### src/rtl/mbus_arbiter.sv
// Shares one memory bus between instruction-fetch (I) and data (D) masters; tracks data-phase owner, parks orphaned responses.
// Latency: none added; grant is combinational from requests, address passes straight through to the slave.
// Backpressure: s_hready=0 freezes grant/owner; a master that loses the slot sees hready=0 until it is granted.
module mbus_arbiter #(
    parameter int STARVE_LIMIT = 4
) (
    input  logic        clk,
    input  logic        rst,
    input  logic [31:0] i_haddr,
    input  logic [1:0]  i_hsize,
    input  logic        i_htrans,
    output logic [31:0] i_hrdata,
    output logic        i_hresp,
    output logic        i_hready,
    input  logic [31:0] d_haddr,
    input  logic [1:0]  d_hsize,
    input  logic        d_hwrite,
    input  logic [31:0] d_hwdata,
    input  logic        d_htrans,
    output logic [31:0] d_hrdata,
    output logic        d_hresp,
    output logic        d_hready,
    output logic [31:0] s_haddr,
    output logic        s_hprot,
    output logic [1:0]  s_hsize,
    output logic        s_hwrite,
    output logic [31:0] s_hwdata,
    output logic        s_htrans,
    input  logic [31:0] s_hrdata,
    input  logic        s_hresp,
    input  logic        s_hready
);
    localparam int CW = $clog2(STARVE_LIMIT + 1);

    typedef enum logic [1:0] {
        MST_NONE = 2'd0,
        MST_I    = 2'd1,
        MST_D    = 2'd2
    } mst_e;

    // Per-master response view: hready, capture strobe for the park buffer, and routed data.
    typedef struct packed {
        logic        rdy;
        logic        cap;
        logic        resp;
        logic [31:0] dat;
    } rsp_t;

    mst_e          agnt_q, agnt_d;
    mst_e          owner_q, owner_d;
    mst_e          gnt;
    logic [CW-1:0] cnt_q, cnt_d;
    logic          bufv_i_q, bufv_i_d, bufv_d_q, bufv_d_d;
    logic [31:0]   rbuf_i_dat_q, rbuf_i_dat_d, rbuf_d_dat_q, rbuf_d_dat_d;
    logic          rbuf_i_resp_q, rbuf_i_resp_d, rbuf_d_resp_q, rbuf_d_resp_d;
    rsp_t          i_rsp, d_rsp;

    // Response routing for one master: live slave data if it owns the data phase and is not being
    // pushed aside, capture into the park buffer if it is, replay the park buffer otherwise.
    function automatic rsp_t route(
        input logic        own,
        input logic        req,
        input logic        won,
        input logic        bufv,
        input logic [31:0] bdat,
        input logic        bresp,
        input logic        srdy,
        input logic [31:0] sdat,
        input logic        serr
    );
        rsp_t r;
        r = '0;
        if (own && (!req || won)) begin
            r.rdy  = srdy;
            r.dat  = sdat;
            r.resp = serr;
        end else if (own) begin
            r.cap = srdy;
        end else begin
            r.rdy = !req || (srdy && won);
            if (bufv) begin
                r.dat  = bdat;
                r.resp = bresp;
            end
        end
        return r;
    endfunction

    // Choose the address-phase owner; D wins unless I has waited through STARVE_LIMIT D grants.
    always_comb begin
        gnt = agnt_q;
        if (s_hready) begin
            if (d_htrans && (!i_htrans || (cnt_q < CW'(STARVE_LIMIT)))) begin
                gnt = MST_D;
            end else if (i_htrans) begin
                gnt = MST_I;
            end else begin
                gnt = MST_NONE;
            end
        end
    end

    assign i_rsp = route(owner_q == MST_I, i_htrans, gnt == MST_I, bufv_i_q, rbuf_i_dat_q,
                         rbuf_i_resp_q, s_hready, s_hrdata, s_hresp);
    assign d_rsp = route(owner_q == MST_D, d_htrans, gnt == MST_D, bufv_d_q, rbuf_d_dat_q,
                         rbuf_d_resp_q, s_hready, s_hrdata, s_hresp);

    // Grant/owner advance on slave ready; starvation counter tracks D wins while I waits.
    always_comb begin
        agnt_d  = agnt_q;
        owner_d = owner_q;
        cnt_d   = cnt_q;
        if (s_hready) begin
            agnt_d  = gnt;
            owner_d = gnt;
        end
        if (!i_htrans) begin
            cnt_d = '0;
        end else if (s_hready && gnt == MST_I) begin
            cnt_d = '0;
        end else if (s_hready && gnt == MST_D && cnt_q != CW'(STARVE_LIMIT)) begin
            cnt_d = cnt_q + CW'(1);
        end
    end

    // Park buffers: fill when an owner's response arrives while it is already queued behind the
    // other master, drain when that master finally sees hready.
    always_comb begin
        bufv_i_d      = bufv_i_q && !i_rsp.rdy;
        rbuf_i_dat_d  = rbuf_i_dat_q;
        rbuf_i_resp_d = rbuf_i_resp_q;
        if (i_rsp.cap) begin
            bufv_i_d      = 1'b1;
            rbuf_i_dat_d  = s_hrdata;
            rbuf_i_resp_d = s_hresp;
        end
        bufv_d_d      = bufv_d_q && !d_rsp.rdy;
        rbuf_d_dat_d  = rbuf_d_dat_q;
        rbuf_d_resp_d = rbuf_d_resp_q;
        if (d_rsp.cap) begin
            bufv_d_d      = 1'b1;
            rbuf_d_dat_d  = s_hrdata;
            rbuf_d_resp_d = s_hresp;
        end
    end

    // Slave-side mux: address/control follow the grant, write data follows the data-phase owner.
    always_comb begin
        s_htrans = (gnt != MST_NONE);
        s_hprot  = (gnt == MST_D);
        s_haddr  = '0;
        s_hsize  = '0;
        s_hwrite = 1'b0;
        case (gnt)
            MST_D: begin
                s_haddr  = d_haddr;
                s_hsize  = d_hsize;
                s_hwrite = d_hwrite;
            end
            MST_I: begin
                s_haddr = i_haddr;
                s_hsize = i_hsize;
            end
            default: ;
        endcase
        s_hwdata = (owner_q == MST_D) ? d_hwdata : 32'd0;
        i_hready = i_rsp.rdy;
        i_hrdata = i_rsp.dat;
        i_hresp  = i_rsp.resp;
        d_hready = d_rsp.rdy;
        d_hrdata = d_rsp.dat;
        d_hresp  = d_rsp.resp;
    end

    // State registers; reset abandons any in-flight transfer without a response.
    always_ff @(posedge clk or posedge rst) begin
        if (rst) begin
            agnt_q        <= MST_NONE;
            owner_q       <= MST_NONE;
            cnt_q         <= '0;
            bufv_i_q      <= 1'b0;
            bufv_d_q      <= 1'b0;
            rbuf_i_dat_q  <= '0;
            rbuf_i_resp_q <= 1'b0;
            rbuf_d_dat_q  <= '0;
            rbuf_d_resp_q <= 1'b0;
        end else begin
            agnt_q        <= agnt_d;
            owner_q       <= owner_d;
            cnt_q         <= cnt_d;
            bufv_i_q      <= bufv_i_d;
            bufv_d_q      <= bufv_d_d;
            rbuf_i_dat_q  <= rbuf_i_dat_d;
            rbuf_i_resp_q <= rbuf_i_resp_d;
            rbuf_d_dat_q  <= rbuf_d_dat_d;
            rbuf_d_resp_q <= rbuf_d_resp_d;
        end
    end

    // A master cannot both own the live data phase and hold a parked response.
    a_own_buf_i: assert property (@(posedge clk) disable iff (rst) !(owner_q == MST_I && bufv_i_q));
    a_own_buf_d: assert property (@(posedge clk) disable iff (rst) !(owner_q == MST_D && bufv_d_q));

endmodule

### config.mk
export PLATFORM = sky130hd
export DESIGN_NAME = mbus_arbiter
export DESIGN_NICKNAME = d
export VERILOG_FILES = /design/src/rtl/mbus_arbiter.sv
export SDC_FILE = /design/constraint.sdc
export NUM_CORES = 1
export LEC_CHECK = 0
export ABC_AREA = 0
export BUFFER_PORTS_ARGS = -buffer_cell sky130_fd_sc_hd__buf_2
export CORE_MARGIN = 2
export CORE_UTILIZATION = 37
export DETAILED_ROUTE_END_ITERATION = 16
export GPL_TIMING_DRIVEN = 1
export PLACE_DENSITY = 0.71
export SYNTH_ARGS = -nofsm -noshare
export SYNTH_HDL_FRONTEND = slang
export SYNTH_SLANG_ARGS = --single-unit
### constraint.sdc
create_clock -name clk -period 2.9 [get_ports clk]
set_clock_uncertainty 0.2 [all_clocks]
set_input_delay 0.58 -clock clk [delete_from_list [all_inputs] [get_ports clk]]
set_output_delay 0.58 -clock clk [all_outputs]
set_load 0.05 [all_outputs]
==> results of run 1 <==
[logic make-up after synthesis]
logic type / after synthesis
compound gates: 118
buf+inv: 109
simple gates: 87
flops: 73
mux: 66
fa+ha+maj: 5
[power by group]
group	internal [mW]	total (mW)	switching (mW)
Clock	0.563	0.947	0.383
Combinational	0.814	1.83	1.01
Sequential	1.33	1.51	0.171
Total	2.71	4.28	1.57
[repair_timing]
item / CTS / global route
buffers inserted: 4 / 1
endpoints found under the setup margin: 102 / 102
pin swaps: 7 / 7
resized for setup: 182 / 33
cloned: 1 / 1
[worst reg2reg max path, stage by stage, from the launching register on]
cell and delay [ns]:
dfrtp_1 0.41, nand2_1 0.10, nand3_2 0.08, buf_6 0.13, o21ai_4 0.06, ha_4 0.18
buf_8 0.25, buf_4 0.17, nand2_1 0.10, or3b_2 0.45, a21oi_1 0.13
[area by class of cell]
type / instances / area, um^2 / share of cell area
multi-input cells: 276 / 2780 / 0.369
repair buffers: 315 / 2420 / 0.322
flip-flops and latches: 73 / 1830 / 0.243
clock buffers: 10 / 229 / 0.0304
well taps: 172 / 215 / 0.0286
inverters: 10 / 40.0 / 0.00531
clock inverters: 4 / 22.5 / 0.00299
[cells in the final DEF (no fill, tap or decap), types with 2 or more instances in the layout]
master     netlist  layout
dfrtp_1         73      72
a22o_1          66      66
mux2_2          66      66
buf_2           16     179
inv_1           10       5
nor3_4           1       2
nand2_1          4       3
buf_4           64      38
ha_1             5       2
o21ai_0          6       5
and2_1          35      35
a22oi_1         34      16
ha_4             0       2
clkbuf_16        0      10
a22oi_2          0      18
clkinv_2         0       3
nand3_2          1       2
nor2_1           3       2
nor2b_4          0      35
inv_2            0       4
buf_12           0      12
buf_6            3      83
a21oi_1          3       2
[how the worst min path moves through the flow]
stage	cells past startpoint	to	slack (ns)	from
2_1_floorplan	2	bufv_i_q	0.26	bufv_i_q
3_3_place_gp	2	bufv_i_q	0.28	bufv_i_q
3_5_place_dp	2	bufv_i_q	0.29	bufv_i_q
4_1_cts	2	rbuf_d_dat_q[11]	0.22	rst
5_1_grt	2	rbuf_d_dat_q[11]	0.26	rst
6_report	2	rbuf_d_dat_q[11]	0.19	rst
[sequential cells by signal (all words and copies together) (netlist names)]
register / cells
bufv_d_q: 1
rbuf_i_dat_q: 32
cnt_q: 3
rbuf_d_resp_q: 1
owner_q: 2
rbuf_i_resp_q: 1
bufv_i_q: 1
rbuf_d_dat_q: 32
[stage by stage]
step	setup WS (ns)	cell area (um^2)	hold WS (ns)	setup TNS, ns	utilization
2_1_floorplan	0.00400	5310	0.264	0	-
6_report	-0.0409	7540	0.194	-0.251	0.595
5_1_grt	-0.107	7540	0.262	-6.22	0.595
3_5_place_dp	-0.199	6490	0.288	-11.32	0.512
3_3_place_gp	-0.116	6490	0.282	-5.05	0.512
4_1_cts	-0.0291	7390	0.219	-0.142	0.583
[cell usage after synthesis, types with 2 or more instances]
cell type	count	area (um^2)
a22o_1	66	578
dfrtp_1	73	1830
buf_4	64	480
buf_6	3	33.8
and2_1	35	219
a22oi_1	34	255
ha_1	5	62.6
nand2_1	4	15.0
o2bb2ai_1	2	17.5
buf_2	16	80.1
clkbuf_1	11	41.3
a21boi_0	2	15.0
buf_1	5	18.8
nor2b_1	36	225
mux2_2	66	743
o21ai_0	6	30.0
nor2_1	3	11.3
a21oi_1	3	15.0
inv_1	10	37.5
[metal layers]
metal  vias up  share of wire
li1       2041              -
met1      2143           0.40
met5         -              0
met4         0         0.0066
met3         7          0.053
met2       171           0.54
==> results.sh, run 1 <==
export IMPL_drv_cap=0
export IMPL_grt_met3_usage=0.0420
export IMPL_grt_pass1_vias=4464
export IMPL_cts_tree="built"
export IMPL_grt_max_degree=40
export IMPL_crit_buf_inv=5
export IMPL_fin_ws_ns=-0.0409
export IMPL_dp_hpwl_um=10500
export IMPL_critPathTopFamily="buffers and inverters"
export IMPL_numClockSinks=73
export IMPL_path_class="in -> out"
export IMPL_area_growth_pct=56.3
export IMPL_clock_latency_ns=0.32
export IMPL_violations="setup timing"
export IMPL_use_met2=0.375
export IMPL_max_freq_mhz=340
export IMPL_initial_core_util=0.381
export IMPL_htree_levels=3
export IMPL_r2r_setup_slack_ns=0.55
export IMPL_gp_congestion=0.805
export IMPL_arrival_ns=2.16
export IMPL_gr_usage_met1=0.239
export IMPL_dp_cells=839
export IMPL_synth_cell_types=33
export IMPL_cts_buffer_depth=2
export IMPL_total_power_mw=4.28
export IMPL_fillers=1003
export IMPL_ys_async_sr_fraction=1.00
export IMPL_syn_num_nets=602
export IMPL_rows=41
export IMPL_drc=0
export IMPL_finalSetupViolCount=24
export IMPL_die_h_um=118
export IMPL_yosys_area_share_simple=0.114
export IMPL_hold_violations=0
export IMPL_antenna_found_initial=0
export IMPL_synth_area_um2=4820
export IMPL_slowest_stage="a22o_1"
export IMPL_r2r_start="cnt_q[2]"
export IMPL_wl_per_cell_um=17.0
export IMPL_crit_path_cell_trace="buf_2 -> nor2b_2 -> o2bb2ai_4 -> inv_2 -> ha_4 -> nor2b_4 -> nor3_4 -> buf_6 -> clkbuf_16 -> a22o_1 -> buf_6"
export IMPL_worst_pin_slew_ns=0.766
export IMPL_ir_drop_v=0.000256
export IMPL_yosysSeqAreaShare=0.379
export IMPL_drt_pre_antenna_iters=4
export IMPL_avgSynthCellArea_um2=10.5
export IMPL_track_usage=0.202
export IMPL_hold_buffers=0
export IMPL_synthXorXnorAreaFrac=0
export IMPL_cts_root_buf="clkbuf_16"
export IMPL_antennaDiodeCount=0
export IMPL_rr_endpoint="cnt_q[1]"
export IMPL_nNetsFinal=829
export IMPL_grt_overflow=0
export IMPL_period_minus_slack_ns=2.94
export IMPL_synth_mux_area_frac=0.154
export IMPL_wirelength_um=14600
export IMPL_endpoint_kind="primary output"
export IMPL_top_usage_layer="met2"
export IMPL_crit_path_start_kind="input pin"
export IMPL_drv_slew=0
export IMPL_ff2ff_path_depth=10
export IMPL_grt_pass1_wl_um=22700
export IMPL_ios=276
export IMPL_clkTransAtPathRegs_ns=0.05
export IMPL_portBuffers=275
export IMPL_required_ns=2.12
export IMPL_critical_path_max_fanout=10
export IMPL_cpMostUsedCell="buf_6"
export IMPL_crit_start="d_htrans"
export IMPL_synth_ff_type="dfrtp_1"
export IMPL_rsz0062_at_grt="true"
export IMPL_synth_seq_cells=73
export IMPL_p_leak_nw=3.63
export IMPL_cp_slowest_stage_delay_ns=0.25
export IMPL_relSlewSlack=0.488
export IMPL_syn_inst=458
export IMPL_yosys_warnings=0
export IMPL_cts_buffers=9
export IMPL_drtIter0Drc=223
export IMPL_fin_cells=860
export IMPL_drtAntennaViolNets=0
export IMPL_powerDensity_nw_per_um2=568
export IMPL_status="finished, violations left"
export IMPL_dr_total_vias=4362
export IMPL_drive_above_1_share=0.683
export IMPL_synth_top_family_by_area="compound AO/OA/AOI/OAI gates"
export IMPL_synth_compound_area_frac=0.197
export IMPL_hold_path_class="in -> async"
export IMPL_die_area_um2=14000
export IMPL_die_w_um=118
export IMPL_finalCritPeriodShare=1.01
export IMPL_cp_num_cells=11
export IMPL_synthAdderAreaFrac=0.0130
export IMPL_synth_edf_count=0
export IMPL_via_per_inst=5.07
export IMPL_core_area_um2=12700
export IMPL_crit_path_end="d_hrdata[1]"
No activity file was read; power rests on OpenSTA's default activity.
==> run 2: changes to the inputs <==
--- a/config.mk
+++ b/config.mk
@@ -9,6 +9,7 @@
 export BUFFER_PORTS_ARGS = -buffer_cell sky130_fd_sc_hd__buf_2
 export CORE_MARGIN = 2
 export CORE_UTILIZATION = 37
+export CTS_BUF_LIST = sky130_fd_sc_hd__clkbuf_8
 export DETAILED_ROUTE_END_ITERATION = 16
 export GPL_TIMING_DRIVEN = 1
 export PLACE_DENSITY = 0.71
==> run 2 against run 1 <==
- the run still ends with setup timing left
- worst setup slack worse by 0.038 ns
- maximum frequency down 1.3%
- flip-flop and latch count stayed put
- clock power fell by 31%
- cell count increased by 0.93%
- total power fell by 4.6%
- combinational power is 5% higher
- non-clock buffer count up 8
- sequential power hardly changed
- register-to-register slack got worse by 0.06 ns
- sequential share of layout area down 0.62 points
- via count rose by 2.7%
- critical path type unchanged
==> results.sh, run 2 (synthesis results as in run 1) <==
export IMPL_total_power_mw=4.08
export IMPL_area_growth_pct=60.5
export IMPL_ir_drop_v=0.000225
export IMPL_cts_root_buf="clkbuf_8"
export IMPL_grt_pass1_vias=4417
export IMPL_numClockSinks=73
export IMPL_finalCritPeriodShare=1.03
export IMPL_powerDensity_nw_per_um2=528
export IMPL_preCtsSetupSlack_ns=-0.199
export IMPL_fillers=994
export IMPL_drtAntennaViolNets=0
export IMPL_initial_core_util=0.381
export IMPL_die_w_um=118
export IMPL_crit_start="s_hready"
export IMPL_final_cell_mix="buf_2, buf_6, dfrtp_1"
export IMPL_via_per_inst=5.16
export IMPL_wirelength_um=15700
export IMPL_required_ns=2.12
export IMPL_final_util=0.611
export IMPL_worst_pin_slew_ns=0.779
export IMPL_gr_usage_met1=0.233
export IMPL_hold_buffers=0
export IMPL_status="finished, violations left"
export IMPL_cts_tree="built"
export IMPL_combinationalPowerShare=0.471
export IMPL_ios=276
export IMPL_top_usage_layer="met2"
export IMPL_drtIter0Drc=236
export IMPL_grt_overflow=0
export IMPL_cts_buffer_depth=2
export IMPL_dp_hpwl_um=10500
export IMPL_wl_per_cell_um=18.1
export IMPL_portBuffers=275
export IMPL_die_h_um=118
export IMPL_rows=41
export IMPL_drv_cap=0
export IMPL_hold_violations=0
export IMPL_path_class="in -> out"
export IMPL_drive_above_1_share=0.711
export IMPL_antenna_found_initial=0
export IMPL_ff_latch_area_um2=1830
export IMPL_htree_levels=3
export IMPL_grt_pass1_wl_um=22400
export IMPL_drv_slew=0
export IMPL_power_frac_seq=0.369
export IMPL_crit_path_start_kind="input pin"
export IMPL_relSlewSlack=0.480
export IMPL_finalSetupViolCount=53
export IMPL_clkTransAtPathRegs_ns=0.08
export IMPL_grt_max_degree=40
export IMPL_r2r_start="cnt_q[2]"
export IMPL_core_area_um2=12700
export IMPL_p_leak_nw=3.67
export IMPL_track_usage=0.200
export IMPL_endpoint_kind="primary output"
export IMPL_clock_latency_ns=0.34
export IMPL_fin_ws_ns=-0.0786
export IMPL_cts_buffers=9
export IMPL_switching_share=0.389
export IMPL_critical_path_max_fanout=6
export IMPL_fin_hold_ws_ns=0.175
export IMPL_period_minus_slack_ns=2.98
export IMPL_grt_met3_usage=0.0425
export IMPL_gp_congestion=0.805
export IMPL_drt_pre_antenna_iters=4
export IMPL_top_regs="rbuf_d_dat_q (32), rbuf_i_dat_q (32), cnt_q (3)"
export IMPL_arrival_ns=2.20
export IMPL_placed_area_um2=6490
export IMPL_antennaDiodeCount=0
export IMPL_drc=0
export IMPL_violations="setup timing"
export IMPL_rsz0062_at_grt="true"
export IMPL_nNetsFinal=837
export IMPL_dr_total_vias=4480
export IMPL_use_met2=0.374
export IMPL_max_freq_mhz=336
export IMPL_fin_area_um2=7740
export IMPL_multi_input_area_um2=2870
export IMPL_die_area_um2=14000
export IMPL_hold_path_class="in -> async"
export IMPL_p_switching_mw=1.59
export IMPL_intPower_mw=2.50
export IMPL_mostFrequentLayoutCell="buf_2"
export IMPL_clockPowerShare=0.160
-- run 2: cell count changes in the layout (fill, tap and decap cells not counted), sizes merged --
| cell | before | now |
|---|---|---|
| inv | 10 | 11 |
| buf | 314 | 317 |
| clkbuf | 11 | 15 |
-- run 2: power groups by stage --
stage               Sequential (mW)  Combinational (mW)  Clock [mW]
detailed placement             1.52                1.64           0
CTS                            1.50                1.78       0.679
global placement               1.49                1.60           0
floorplan                      1.46                1.35           0
finish                         1.51                1.92       0.654
global route                   1.54                2.02       0.727
-- run 2: critical path, cell delays in order --
cell       delay (ns)
buf_4            0.13
buf_12           0.12
nand2_4          0.05
o2bb2ai_4        0.20
inv_4            0.06
ha_4             0.16
nor2b_4          0.14
nor3_4           0.05
buf_12           0.15
clkbuf_16        0.16
a22o_1           0.23
buf_6            0.16
-- run 2: per-layer routing --
| layer | wire [um] | up-vias |
|---|---|---|
| li1 | - | 2056 |
| met1 | 6100 | 2206 |
| met2 | 8470 | 201 |
| met3 | 909 | 17 |
| met4 | 239 | 0 |
| met5 | 0 | - |
-- run 2: path summary, 6_finish.rpt --
check | endpoint | slack [ns] | cells past startpoint
worst max register to register | cnt_q[1] | 0.49 | 11
worst min register to register | bufv_i_q | 0.30 | 2
min in group clk | bufv_i_q | 0.30 | 2
max in group asynchronous | rbuf_d_dat_q[16] | 1.63 | 3
worst min-delay path | rbuf_d_dat_q[11] | 0.18 | 2
worst max-delay path | d_hrdata[12] | -0.08 | 12
-- run 2: layout make-up --
cell class | instances | share of cell area
Timing Repair Buffer | 323 | 0.340
Multi-Input combinational cell | 276 | 0.371
Clock inverter | 5 | 0.00339
Inverter | 10 | 0.00582
Clock buffer | 9 | 0.0160
Tap cell | 172 | 0.0278
Sequential cell | 73 | 0.236
-- run 2: timing repair --
item                                    4_1_cts  5_1_grt
gates cloned                                  1        6
gates resized for setup                     176       81
endpoints found under the setup margin      104      104
pin swaps                                    12       22
setup buffers                                 4        6
-- run 2: metrics by stage --
stage | TNS [ns] | std cells
finish | -1.95 | 868
global route | -8.15 | 868
CTS | -2.41 | 857
detailed placement | -11.32 | 839
global placement | -5.05 | 839
floorplan | 0 | 458
